## src/rtl/serial_arith_pkg.sv

```systemverilog
// Shared types and helpers for the bit-serial arithmetic blocks.
package serial_arith_pkg;

  localparam int unsigned MAX_WIDTH = 32;

  typedef enum logic [1:0] {
    IDLE = 2'd0,
    BUSY = 2'd1,
    DONE = 2'd2
  } state_t;

  // Ceiling log2; returns 0 for v <= 1.
  function automatic int unsigned clog2(input int unsigned v);
    int unsigned r;
    r = 0;
    while ((32'd1 << r) < v) r = r + 1;
    return r;
  endfunction

endpackage

```

## src/rtl/full_subtractor_cell.sv

```systemverilog
// One-bit full subtractor: d = a - b - bi, bo = borrow out.
module full_subtractor_cell (
  input  logic a,
  input  logic b,
  input  logic bi,
  output logic d,
  output logic bo
);

  assign d  = a ^ b ^ bi;
  assign bo = (~a & b) | (~(a ^ b) & bi);

endmodule

```

## src/rtl/serial_subtractor.sv

```systemverilog
// Bit-serial ripple subtractor, LSB first, start/busy/done handshake.
// Optional signed-overflow output enabled by SERIAL_SUB_OVF_EN.
module serial_subtractor
  import serial_arith_pkg::*;
#(
  parameter int unsigned WIDTH = 8
) (
  input  logic             clk,
  input  logic             rst,
  input  logic             start,
  input  logic [WIDTH-1:0] a,
  input  logic [WIDTH-1:0] b,
  input  logic             bin,
  output logic             busy,
  output logic             done,
  output logic [WIDTH-1:0] diff,
  output logic             bout
`ifdef SERIAL_SUB_OVF_EN
  ,
  output logic             ovf
`endif
);

  localparam int unsigned CW = (clog2(WIDTH) > 0) ? clog2(WIDTH) : 1;

  state_t           state, state_nx;
  logic             accept_c, last_c;
  logic [WIDTH-1:0] a_sh, b_sh, res, res_nx;
  logic [CW-1:0]    cnt;
  logic             br, d, bo;

  full_subtractor_cell u_cell (
    .a  (a_sh[0]),
    .b  (b_sh[0]),
    .bi (br),
    .d  (d),
    .bo (bo)
  );

  // New difference bit enters from the MSB side.
  assign res_nx = (res >> 1) | (WIDTH'(d) << (WIDTH - 1));

  always_ff @(posedge clk) begin
    if (rst) state <= IDLE;
    else     state <= state_nx;
  end

  always_comb begin
    state_nx = state;
    accept_c = 1'b0;
    last_c   = 1'b0;
    case (state)
      IDLE: begin
        if (start) begin
          accept_c = 1'b1;
          state_nx = BUSY;
        end
      end
      BUSY: begin
        if (cnt == CW'(WIDTH - 1)) begin
          last_c   = 1'b1;
          state_nx = DONE;
        end
      end
      DONE: begin
        if (start) begin
          accept_c = 1'b1;
          state_nx = BUSY;
        end else begin
          state_nx = IDLE;
        end
      end
      default: state_nx = IDLE;
    endcase
  end

  // Datapath and registered outputs; results commit only on the edge entering DONE.
  always_ff @(posedge clk) begin
    if (rst) begin
      a_sh <= '0;
      b_sh <= '0;
      res  <= '0;
      br   <= 1'b0;
      cnt  <= '0;
      busy <= 1'b0;
      done <= 1'b0;
      diff <= '0;
      bout <= 1'b0;
`ifdef SERIAL_SUB_OVF_EN
      ovf  <= 1'b0;
`endif
    end else begin
      busy <= (state_nx == BUSY);
      done <= (state_nx == DONE);
      if (accept_c) begin
        a_sh <= a;
        b_sh <= b;
        br   <= bin;
        res  <= '0;
        cnt  <= '0;
      end else if (state == BUSY) begin
        a_sh <= a_sh >> 1;
        b_sh <= b_sh >> 1;
        br   <= bo;
        res  <= res_nx;
        cnt  <= cnt + CW'(1);
      end
      if (last_c) begin
        diff <= res_nx;
        bout <= bo;
`ifdef SERIAL_SUB_OVF_EN
        ovf  <= br ^ bo;
`endif
      end
    end
  end

endmodule

```

## config.mk

```make
export PLATFORM = sky130hd
export DESIGN_NAME = serial_subtractor
export DESIGN_NICKNAME = d
export VERILOG_FILES = /design/src/rtl/serial_arith_pkg.sv /design/src/rtl/full_subtractor_cell.sv /design/src/rtl/serial_subtractor.sv
export SDC_FILE = /design/constraint.sdc
export NUM_CORES = 1
export LEC_CHECK = 0
export CAP_MARGIN = 0
export CORE_MARGIN = 3
export CORE_UTILIZATION = 52
export CTS_BUF_LIST = sky130_fd_sc_hd__clkbuf_8
export CTS_CLUSTER_SIZE = 14
export DETAILED_ROUTE_END_ITERATION = 16
export GPL_TIMING_DRIVEN = 0
export PLACE_DENSITY_LB_ADDON = 0.08
export RECOVER_POWER = 100
export SLEW_MARGIN = 30
export SYNTH_ARGS = -nofsm -noshare
export SYNTH_HDL_FRONTEND = slang
export SYNTH_SLANG_ARGS = --single-unit
```

## constraint.sdc

```tcl
create_clock -name clk -period 1.9 [get_ports clk]
set_clock_uncertainty 0.2 [all_clocks]
set_input_delay 0.38 -clock clk [delete_from_list [all_inputs] [get_ports clk]]
set_output_delay 0.38 -clock clk [all_outputs]
set_load 0.01 [all_outputs]
```

==> metrics.yaml, run 1 <==
worst_setup_path:
  worstPathCellList: "dlygate4sd3_1"
  crit_family: "buffers and inverters"
  critical_path_buf_inv_count: 1
  crit_path_top_delay_cell: "dlygate4sd3_1"
  cp-start-kind: "register"
  cp_max_fo: 2
  path_class: "reg2out"
  cpPeakStageDelay_ns: 0.61
  end_kind: "output pin"
  crit_required_ns: 1.32
  arrival_ns: 1.23
final_layout:
  finalNetCount: 239
  nFillCells: 231
  diodes: 0
  layout-drive-gt1-share: 0.09217
  area_delta_synth_final_pct: 28.86
cts:
  post_cts_buffers: 0
  cts_tree: "built"
  cts_htree_levels: 2
  cts.clk_slew.worst_paths_ns: 0.08
  clock_latency_ns: 0.30
  numCtsBuffers: 5
  cts.hold.buffers_added: 0
  cts.path.max_buffers: 2
  root_buffer: "clkbuf_8"
  cts_resized: 0
  clock_sinks: 40
timing:
  worst_slack_ns: 0.08624
  slew_viol_final: 0
  worstMarginPinSlew_ns: 0.5226
  max_freq_ghz: 0.5513
  period_needed_ns: 1.814
  slew_headroom: 0.6516
  fin_crit_sh: 0.9546
  rsz0062_at_grt: "false"
  finalSetupViolCount: 0
  tns_ns: 0
  hold_viol_final: 0
logic_synthesis:
  synth_area_per_cell_um2: 8.744
  synth_most_common_cell: "dfxtp_1"
  synthCells: 179
  synth_nets: 202
  synth_ff_type: "dfxtp_1"
  yosysSeqAreaShare: 0.5116
  synth_commonest_cells: "dfxtp_1 (40), nand2_1 (35), a21oi_1 (21), nor3_1 (15), nand3_1 (12)"
  async_flop_share: 0
  synth-edff-count: 0
  yosysTopAreaCell: "dfxtp_1"
  synth_seq_cells: 40
  syn_area_mm2: 0.001565
  yosysWarnings: 0
  synth_top_area_frac: 0.5116
  ys_types: 27
  yosys-top-cells-area: "dfxtp_1 (51%), nand2_1 (8.4%), a21oi_1 (6.7%), nor3_1 (4.8%), nand3_1 (3.8%)"
global_route:
  grt_pass1_vias: 1219
  grt_pass1_wl_um: 5609
  grt_max_degree: 15
  antenna_found_initial: 0
  grt_overflow: 0
  grt_usage: 0.2057
drt:
  drt-wirelength-per-cell_um: 13.69
  vias_per_cell: 5.613
  drt_first_pass_iters: 5
  drt_iter0_drc: 118
  wirelength_um: 3395
  drcViolationCount: 0
  vias: 1392
  ant_nets: 0
power_and_ir_drop:
  irDropWorstVdd_mv: 0.6161
  power_density_mw_per_mm2: 908.4
  leakagePower_nw: 0.7398
die:
  initial_core_util: 0.5580
  rows: 19
  dieWidth_um: 60.87
  die_h_um: 60.87
  core_area_mm2: 0.002805
  pin_count: 31
  dieArea_mm2: 0.003705
place:
  gp_congestion: 0.7285
  hpwlAfterDp_um: 2395
  preCtsSetupSlack_ns: -0.01035
  io_buffers: 30
worst_hold_path:
  holdCritPathClass: "reg2reg"
flow_run:
  max_cap_viol_count: 0
outcome:
  status: "finished clean"
cells by family (layout without fill, tap and decap cells):
logic type | Yosys count | after routing | share of synthesized area
AO/OA/AOI/OAI | 39 | 39 | 0.1599
AND/OR/NAND/NOR | 79 | 79 | 0.2238
flip-flops | 40 | 40 | 0.5116
adder cells (fa/ha/maj) | 3 | 3 | 0.02877
XOR/XNOR | 1 | 1 | 0.005597
buffers and inverters | 16 | 54 | 0.06394
multiplexers | 1 | 1 | 0.006395
registers in the layout, indices dropped and copies added (netlist names):
register	count
bout	1
done	1
b_sh	8
a_sh	8
busy	1
diff	8
cnt	3
res	7
state	2
br	1
layout make-up:
cell class                      count  area (µm²)  area share
Clock buffer                        5       68.82     0.03412
Timing Repair Buffer               30       300.3      0.1489
Tap cell                           31       38.79     0.01923
Sequential cell                    40       800.8      0.3970
Buffer                             15       93.84     0.04653
Multi-Input combinational cell    123       664.4      0.3294
Clock inverter                      3       46.29     0.02295
Inverter                            1       3.754    0.001861
per-layer routing:
layer  share of wire  wire (µm)  vias up  global-route usage
met1            0.45       1528      647              0.2660
met2            0.47       1591       43              0.3252
met4           0.015         51        0             0.07121
li1                -          -      696                   -
met5               0          0        -                   0
met3           0.066        224        6             0.06383
power breakdown:
group	switching [mW]	internal, mW	total, mW	leakage [nW]
Combinational	0.118	0.110	0.228	0.358
Sequential	0.0231	0.878	0.901	0.327
Clock	0.308	0.395	0.703	0.0548
Total	0.449	1.38	1.83	0.740
cell usage in the layout, fill, tap and decap left out:
cell | Yosys | final
ha_1 | 2 | 2
nor2b_1 | 1 | 1
and2b_1 | 1 | 1
buf_4 | 3 | 3
nand2_1 | 35 | 35
clkbuf_2 | 0 | 1
nor3_1 | 15 | 15
clkinvlp_4 | 0 | 1
inv_6 | 0 | 1
o22ai_1 | 7 | 7
a21oi_1 | 21 | 21
a311oi_1 | 5 | 5
inv_1 | 1 | 1
a211oi_2 | 1 | 1
nand2b_1 | 2 | 2
fa_1 | 1 | 1
a311oi_2 | 1 | 1
dfxtp_1 | 40 | 40
buf_6 | 3 | 3
buf_2 | 5 | 2
nor2_1 | 11 | 11
nand3_1 | 12 | 12
a22oi_1 | 3 | 3
dlygate4sd3_1 | 0 | 10
bufinv_16 | 0 | 1
clkdlybuf4s50_1 | 0 | 20
clkbuf_1 | 3 | 6
clkbuf_8 | 0 | 5
o21a_1 | 1 | 1
mux2i_1 | 1 | 1
xnor2_1 | 1 | 1
nand3b_1 | 1 | 1
nand2b_2 | 1 | 1
stage by stage:
| step | hold slack, ns | utilization | power, mW | area [µm²] | cells |
|---|---|---|---|---|---|
| final | 0.2555 | 0.7190 | 1.832 | 2017 | 248 |
| after CTS | 0.2588 | 0.7199 | 1.852 | 2019 | 248 |
| after floorplan | 0.2366 | - | 1.064 | 1565 | 179 |
| after global routing | 0.2813 | 0.7190 | 1.911 | 2017 | 248 |
| after global placement | 0.2437 | 0.6789 | 1.142 | 1904 | 240 |
| after detailed placement | 0.2468 | 0.6789 | 1.149 | 1904 | 240 |
worst paths after layout:
kind / startpoint / end / slack, ns / cells after the start
max: diff[5] / diff[5] / 0.09 / 1
min: diff[4] / diff[4] / 0.26 / 2
max reg2reg: cnt[0] / state[0] / 0.17 / 5
min reg2reg: diff[4] / diff[4] / 0.26 / 2
No activity file was read; power rests on OpenSTA's default activity.
==> run 2: changes to the inputs <==
--- a/config.mk
+++ b/config.mk
@@ -5,13 +5,15 @@
 export SDC_FILE = /design/constraint.sdc
 export NUM_CORES = 1
 export LEC_CHECK = 0
+export ABC_AREA = 1
 export CAP_MARGIN = 0
 export CORE_MARGIN = 3
-export CORE_UTILIZATION = 52
+export CORE_UTILIZATION = 45
 export CTS_BUF_LIST = sky130_fd_sc_hd__clkbuf_8
 export CTS_CLUSTER_SIZE = 14
 export DETAILED_ROUTE_END_ITERATION = 16
 export GPL_TIMING_DRIVEN = 0
+export HOLD_SLACK_MARGIN = 0.03
 export PLACE_DENSITY_LB_ADDON = 0.08
 export RECOVER_POWER = 100
 export SLEW_MARGIN = 30
==> metrics.yaml, run 2 <==
logic_synthesis:
  synth_nets: 263  # +30%
  syn_area_mm2: 0.001788  # +14%
  synth-compound-area-share: 0.08817  # -0.07170
  synthMuxAreaShare: 0  # -0.006395
  async_flop_share: 0  # unchanged
  synth_adder_area_share: 0.02519  # -0.003585
  yosys-top-cells-area: "dfxtp_1 (45%), nand2_1 (13%), inv_1 (6.3%), nand3_1 (6.2%), nor2_1 (5.7%)"
  synth_most_common_cell: "nand2_1"
  synth_area_per_cell_um2: 7.450  # -15%
  synth_commonest_cells: "nand2_1 (63), dfxtp_1 (40), inv_1 (30), nor2_1 (27), nand3_1 (22)"
  yosysSeqAreaShare: 0.4479  # -0.06373
  synth_top_family_by_area: "simple AND/OR/NAND/NOR gates"
  synth_ff_type: "dfxtp_1"
  ys_types: 23  # -15%
  synth_xor_area_frac: 0.004899  # -0.0006970
  synth_top_area_frac: 0.4479  # -0.06373
  synth_simple_gate_area_share: 0.2974  # +0.07359
  synth-edff-count: 0  # unchanged
  yosysWarnings: 0  # unchanged
  yosysTopAreaCell: "dfxtp_1"
  synth_seq_cells: 40  # unchanged
  synthCells: 240  # +34%
timing:
  tns_ns: 0  # unchanged
  period_needed_ns: 1.805  # -0.008609 ns
  slew_viol_final: 0  # unchanged
  max_freq_ghz: 0.5540  # +0.48%
  worstMarginPinSlew_ns: 0.3171  # -0.2054 ns
  fin_crit_sh: 0.9501  # -0.004531
  hold_viol_final: 0  # unchanged
  slew_headroom: 0.7883  # +0.1367
  rsz0062_at_grt: "false"
  finalSetupViolCount: 0  # unchanged
  worst_slack_ns: 0.09485  # +0.008609 ns
final_layout:
  area_delta_synth_final_pct: 24.56
  layout-drive-gt1-share: 0.09747  # +0.005307
  diodes: 0  # unchanged
  finalNetCount: 299  # +25%
  top_regs: "a_sh x8, b_sh x8, diff x8"
  layout_common_cells: "nand2_1 (65), dfxtp_1 (40), inv_1 (33)"
  final_common_cell: "nand2_1"
worst_hold_path:
  holdCritStartpoint: "rst"
  holdCritPathClass: "in2reg"
drt:
  wirelength_um: 3505  # +3.2%
  drt_first_pass_iters: 4  # -1
  ant_nets: 0  # unchanged
  vias_per_cell: 4.554  # -19%
  drt-wirelength-per-cell_um: 10.78  # -21%
  vias: 1480  # +6.3%
  drcViolationCount: 0  # unchanged
  drt_iter0_drc: 74  # -37%
place:
  hpwlAfterDp_um: 2516  # +5.0%
  gp_congestion: 0.7574  # +4.0%
  io_buffers: 29  # -3.3%
  preCtsSetupSlack_ns: 0.01697  # +0.02732 ns
cts:
  clock_latency_ns: 0.28  # -0.02 ns
  cts.clk_slew.worst_paths_ns: 0.08  # about the same
  cts_htree_levels: 2  # unchanged
  cts_resized: 0  # unchanged
  cts.hold.buffers_added: 0  # unchanged
  numCtsBuffers: 5  # unchanged
  post_cts_buffers: 0  # unchanged
  root_buffer: "clkbuf_8"
  clock_sinks: 40  # unchanged
  cts.path.max_buffers: 2  # unchanged
  cts_tree: "built"
worst_setup_path:
  worstPathCellList: "dlygate4sd3_1"
  crit_family: "buffers and inverters"
  critical_path_buf_inv_count: 1  # unchanged
  path_class: "reg2out"
  cp_max_fo: 2  # unchanged
  cpPeakStageDelay_ns: 0.60  # about the same
  crit_required_ns: 1.32  # about the same
  crit_path_top_delay_cell: "dlygate4sd3_1"
  r2r_setup_slack_ns: 0.30  # +0.13 ns
  arrival_ns: 1.23  # about the same
  cp-start-kind: "register"
  cp-startpoint: "diff[0]"
  rr_startpoint: "cnt[0]"
  end_kind: "output pin"
global_route:
  grt_pass1_vias: 1346  # +10%
  antenna_found_initial: 0  # unchanged
  grt_usage: 0.1578  # -0.04786
  grt_overflow: 0  # unchanged
  grt_pass1_wl_um: 6182  # +10%
  grt_max_degree: 13  # -2
outcome:
  status: "finished clean"
die:
  core_area_mm2: 0.003744  # +33%
  dieWidth_um: 69.04  # +13%
  die_h_um: 69.04  # +13%
  dieArea_mm2: 0.004766  # +29%
  pin_count: 31  # unchanged
  rows: 22  # +3
  initial_core_util: 0.4776  # -0.08038
flow_run:
  max_cap_viol_count: 0  # unchanged
power_and_ir_drop:
  leakagePower_nw: 1.084  # +47%
  irDropWorstVdd_mv: 0.5096  # -17%
  power_density_mw_per_mm2: 817.2  # -10%
## run 2: layer usage
metal  track usage  part of all wire
met5             0                 0
met4       0.04772             0.018
met2        0.2108              0.42
met3       0.05394             0.043
met1        0.2361              0.52
## run 2: final cells by class
class | instances | area (µm²)
multi-input combinational | 154 | 724.4
tap | 48 | 60.06
timing repair buffer | 29 | 290.3
clock buffer | 5 | 68.82
fill | 371 | 1516
inverter | 36 | 140.1
sequential | 40 | 800.8
buffer | 10 | 103.9
clock inverter | 3 | 38.79
## run 2: power by group
group	internal [mW]	total [mW]	switching (mW)
logic	0.119	0.257	0.138
clock network	0.384	0.664	0.280
registers	0.878	0.899	0.0208
total	1.38	1.82	0.438
## run 2: logic make-up (layout without fill, tap and decap cells)
family | Yosys count | count (layout)
simple gates | 120 | 120
xor+xnor | 1 | 1
fa+ha+maj | 3 | 3
flops | 40 | 40
compound gates | 30 | 30
buf+inv | 46 | 83
## run 2: per-stage QoR
stage | utilization | total power [mW] | hold WS, ns | instance area, µm² | std cells
after global routing | 0.5949 | 1.919 | 0.1827 | 2227 | 325
after global placement | 0.5712 | 1.181 | 0.2536 | 2138 | 317
final | 0.5949 | 1.820 | 0.1847 | 2227 | 325
after CTS | 0.5999 | 1.846 | 0.1801 | 2246 | 325
after floorplan | - | 1.098 | 0.2383 | 1788 | 240
after detailed placement | 0.5712 | 1.184 | 0.2566 | 2138 | 317
## run 2: worst paths after layout
kind	end	depth (start not counted)
setup / recovery	diff[0]	1
hold / removal	a_sh[7]	2
setup reg to reg	diff[1]	8
hold reg to reg	diff[3]	2
==> variant: new RTL, settings of run 2 <==
The parameter `WIDTH` goes from 8 to 6.
--- a/src/rtl/serial_subtractor.sv
+++ b/src/rtl/serial_subtractor.sv
@@ -4,5 +4,5 @@
   import serial_arith_pkg::*;
 #(
-  parameter int unsigned WIDTH = 8
+  parameter int unsigned WIDTH = 6
 ) (
   input  logic             clk,
Interface: changed (resized a, b and diff); port bits go from 31 to 25. The function was not compared with the original's and may differ.
==> variant against run 2 <==
  * Non-clock buffer count is 10 lower
  * Sequential share of layout area is 0.30 points lower
  * Synthesized area is 19% lower
  * Sequential cell count is 8 lower
  * Setup slack better by 0.010 ns
  * Critical endpoint is now diff[5]
  * Utilization is 2.5 points higher
  * Clock power is 20% lower
  * Design area is 19% lower
  * Total power is 19% lower
  * Routed wire length is 20% lower
==> variant: results (changes against run 2) <==
\begin{tabular}{lr}
\hline
Metric & Value \\
\hline
\multicolumn{2}{l}{\textbf{Final layout}} \\
\quad Number of nets in the finished design & 236 (-21\%) \\
\quad Share of cells above drive strength 1 & 0.1193 (+0.02179) \\
\quad Number of cells in the finished layout apart from fillers & 260 (-20\%) \\
\multicolumn{2}{l}{\textbf{GRT}} \\
\quad GRT met3 Usage & 0.05935 (+0.005417) \\
\quad Largest net degree at the start of global routing & 11 (-2) \\
\quad GRT met1 Usage & 0.1718 (-0.06431) \\
\quad Total global routing track utilization & 0.1562 (-0.001628) \\
\quad First-pass GRT wire length & 4809 um (-22\%) \\
\multicolumn{2}{l}{\textbf{Setup path}} \\
\quad Reg2Reg Capture Point & res[2]\$\_SDFFE\_PP0N\_ \\
\quad Reg2Reg Setup Slack & 0.22 ns (-0.08 ns) \\
\quad Crit. Startpoint & diff[5]\$\_SDFFE\_PP0P\_ \\
\quad Logic depth of the worst register-to-register path & 6 (-2) \\
\multicolumn{2}{l}{\textbf{Detailed routing}} \\
\quad Post-detailed-route via-to-cell ratio & 4.673 (+2.6\%) \\
\quad Final routed wirelength across all metal layers & 2793 um (-20\%) \\
\quad Violation count after the first detailed-routing iteration & 31 (-58\%) \\
\multicolumn{2}{l}{\textbf{Yosys}} \\
\quad Post-Synthesis Net Count & 206 (-22\%) \\
\quad Cell variety after synth & 26 (+13\%) \\
\quad Adder-cell share of the synthesized area & 0.03117 (+0.005976) \\
\quad Instance count of the mapped netlist & 187 (-22\%) \\
\quad Ranking of synthesized cells by instance count & sky130\_fd\_sc\_hd\_\_nand2\_1 (34), sky130\_fd\_sc\_hd\_\_dfxtp\_1 (32), sky130\_fd\_sc\_hd\_\_inv\_1 (26) \\
\multicolumn{2}{l}{\textbf{Place}} \\
\quad Number of buffers inserted by port buffering & 23 (-21\%) \\
\quad Post-DP Area & 0.001728 mm2 (-19\%) \\
\quad Estimated wirelength of the detail-placed design & 2085 um (-17\%) \\
\multicolumn{2}{l}{\textbf{Clocking}} \\
\quad Clock transition at the register clock pins on the worst setup and hold paths after CTS & 0.06 ns (-0.02 ns) \\
\multicolumn{2}{l}{\textbf{Outcome}} \\
\quad Result of the run & finished clean \\
\multicolumn{2}{l}{\textbf{Timing}} \\
\quad Max-Slew Margin vs Limit & 0.8229 (+0.03456) \\
\multicolumn{2}{l}{\textbf{Power}} \\
\quad Leakage power of the design & 0.0008505 uW (-22\%) \\
\hline
\end{tabular}
==> variant: worst min-delay path by stage <==
stage	start	end	slack (ns)
floorplan	cnt[2]$_SDFFE_PP0N_	cnt[2]$_SDFFE_PP0N_	0.23
global placement	cnt[2]$_SDFFE_PP0N_	cnt[2]$_SDFFE_PP0N_	0.24
detailed placement	cnt[2]$_SDFFE_PP0N_	cnt[2]$_SDFFE_PP0N_	0.25
CTS	rst	br$_SDFFE_PP0P_	0.19
global route	rst	b_sh[4]$_SDFFE_PP0P_	0.21
finish	rst	b_sh[4]$_SDFFE_PP0P_	0.20
==> variant: area by class of cell <==
cell class	instances	area, um2
Buffer	6	78.83
Clock buffer	6	82.58
Clock inverter	2	10.01
Fill cell	282	1104
Inverter	31	120.1
Multi-Input combinational cell	118	581.8
Sequential cell	32	640.6
Tap cell	42	52.55
Timing Repair Buffer	23	230.2
==> variant: where the power goes <==
| part | leakage, uW | internal, uW | switching (uW) |
|---|---|---|---|
| logic | 0.000538 | 98.4 | 115 |
| registers | 0.000262 | 706 | 19.5 |
| clock network | 0.0000510 | 288 | 242 |
==> variant: per-stage QoR <==
stage          total power [uW]  worst slack, ns  hold slack [ns]    util
3_5_place_dp              965.3          0.09461           0.2525  0.5958
5_1_grt                    1548          0.06295           0.2072  0.6195
3_3_place_gp              956.3           0.1239           0.2432  0.5958
6_report                   1470           0.1048           0.1981  0.6195
2_1_floorplan             895.3           0.5988           0.2347       -
4_1_cts                    1501           0.1471           0.1933  0.6277
==> variant: cells by family after synthesis <==
family / Yosys count
compound gates: 29
flops: 32
xor+xnor: 1
simple gates: 85
fa+ha+maj: 3
buf+inv: 37
==> variant: routing by layer <==
metal  part of all wire  vias up
met2               0.48       20
met4              0.021        0
li1                   -      642
met5                  0        -
met3              0.049        6
met1               0.45      547
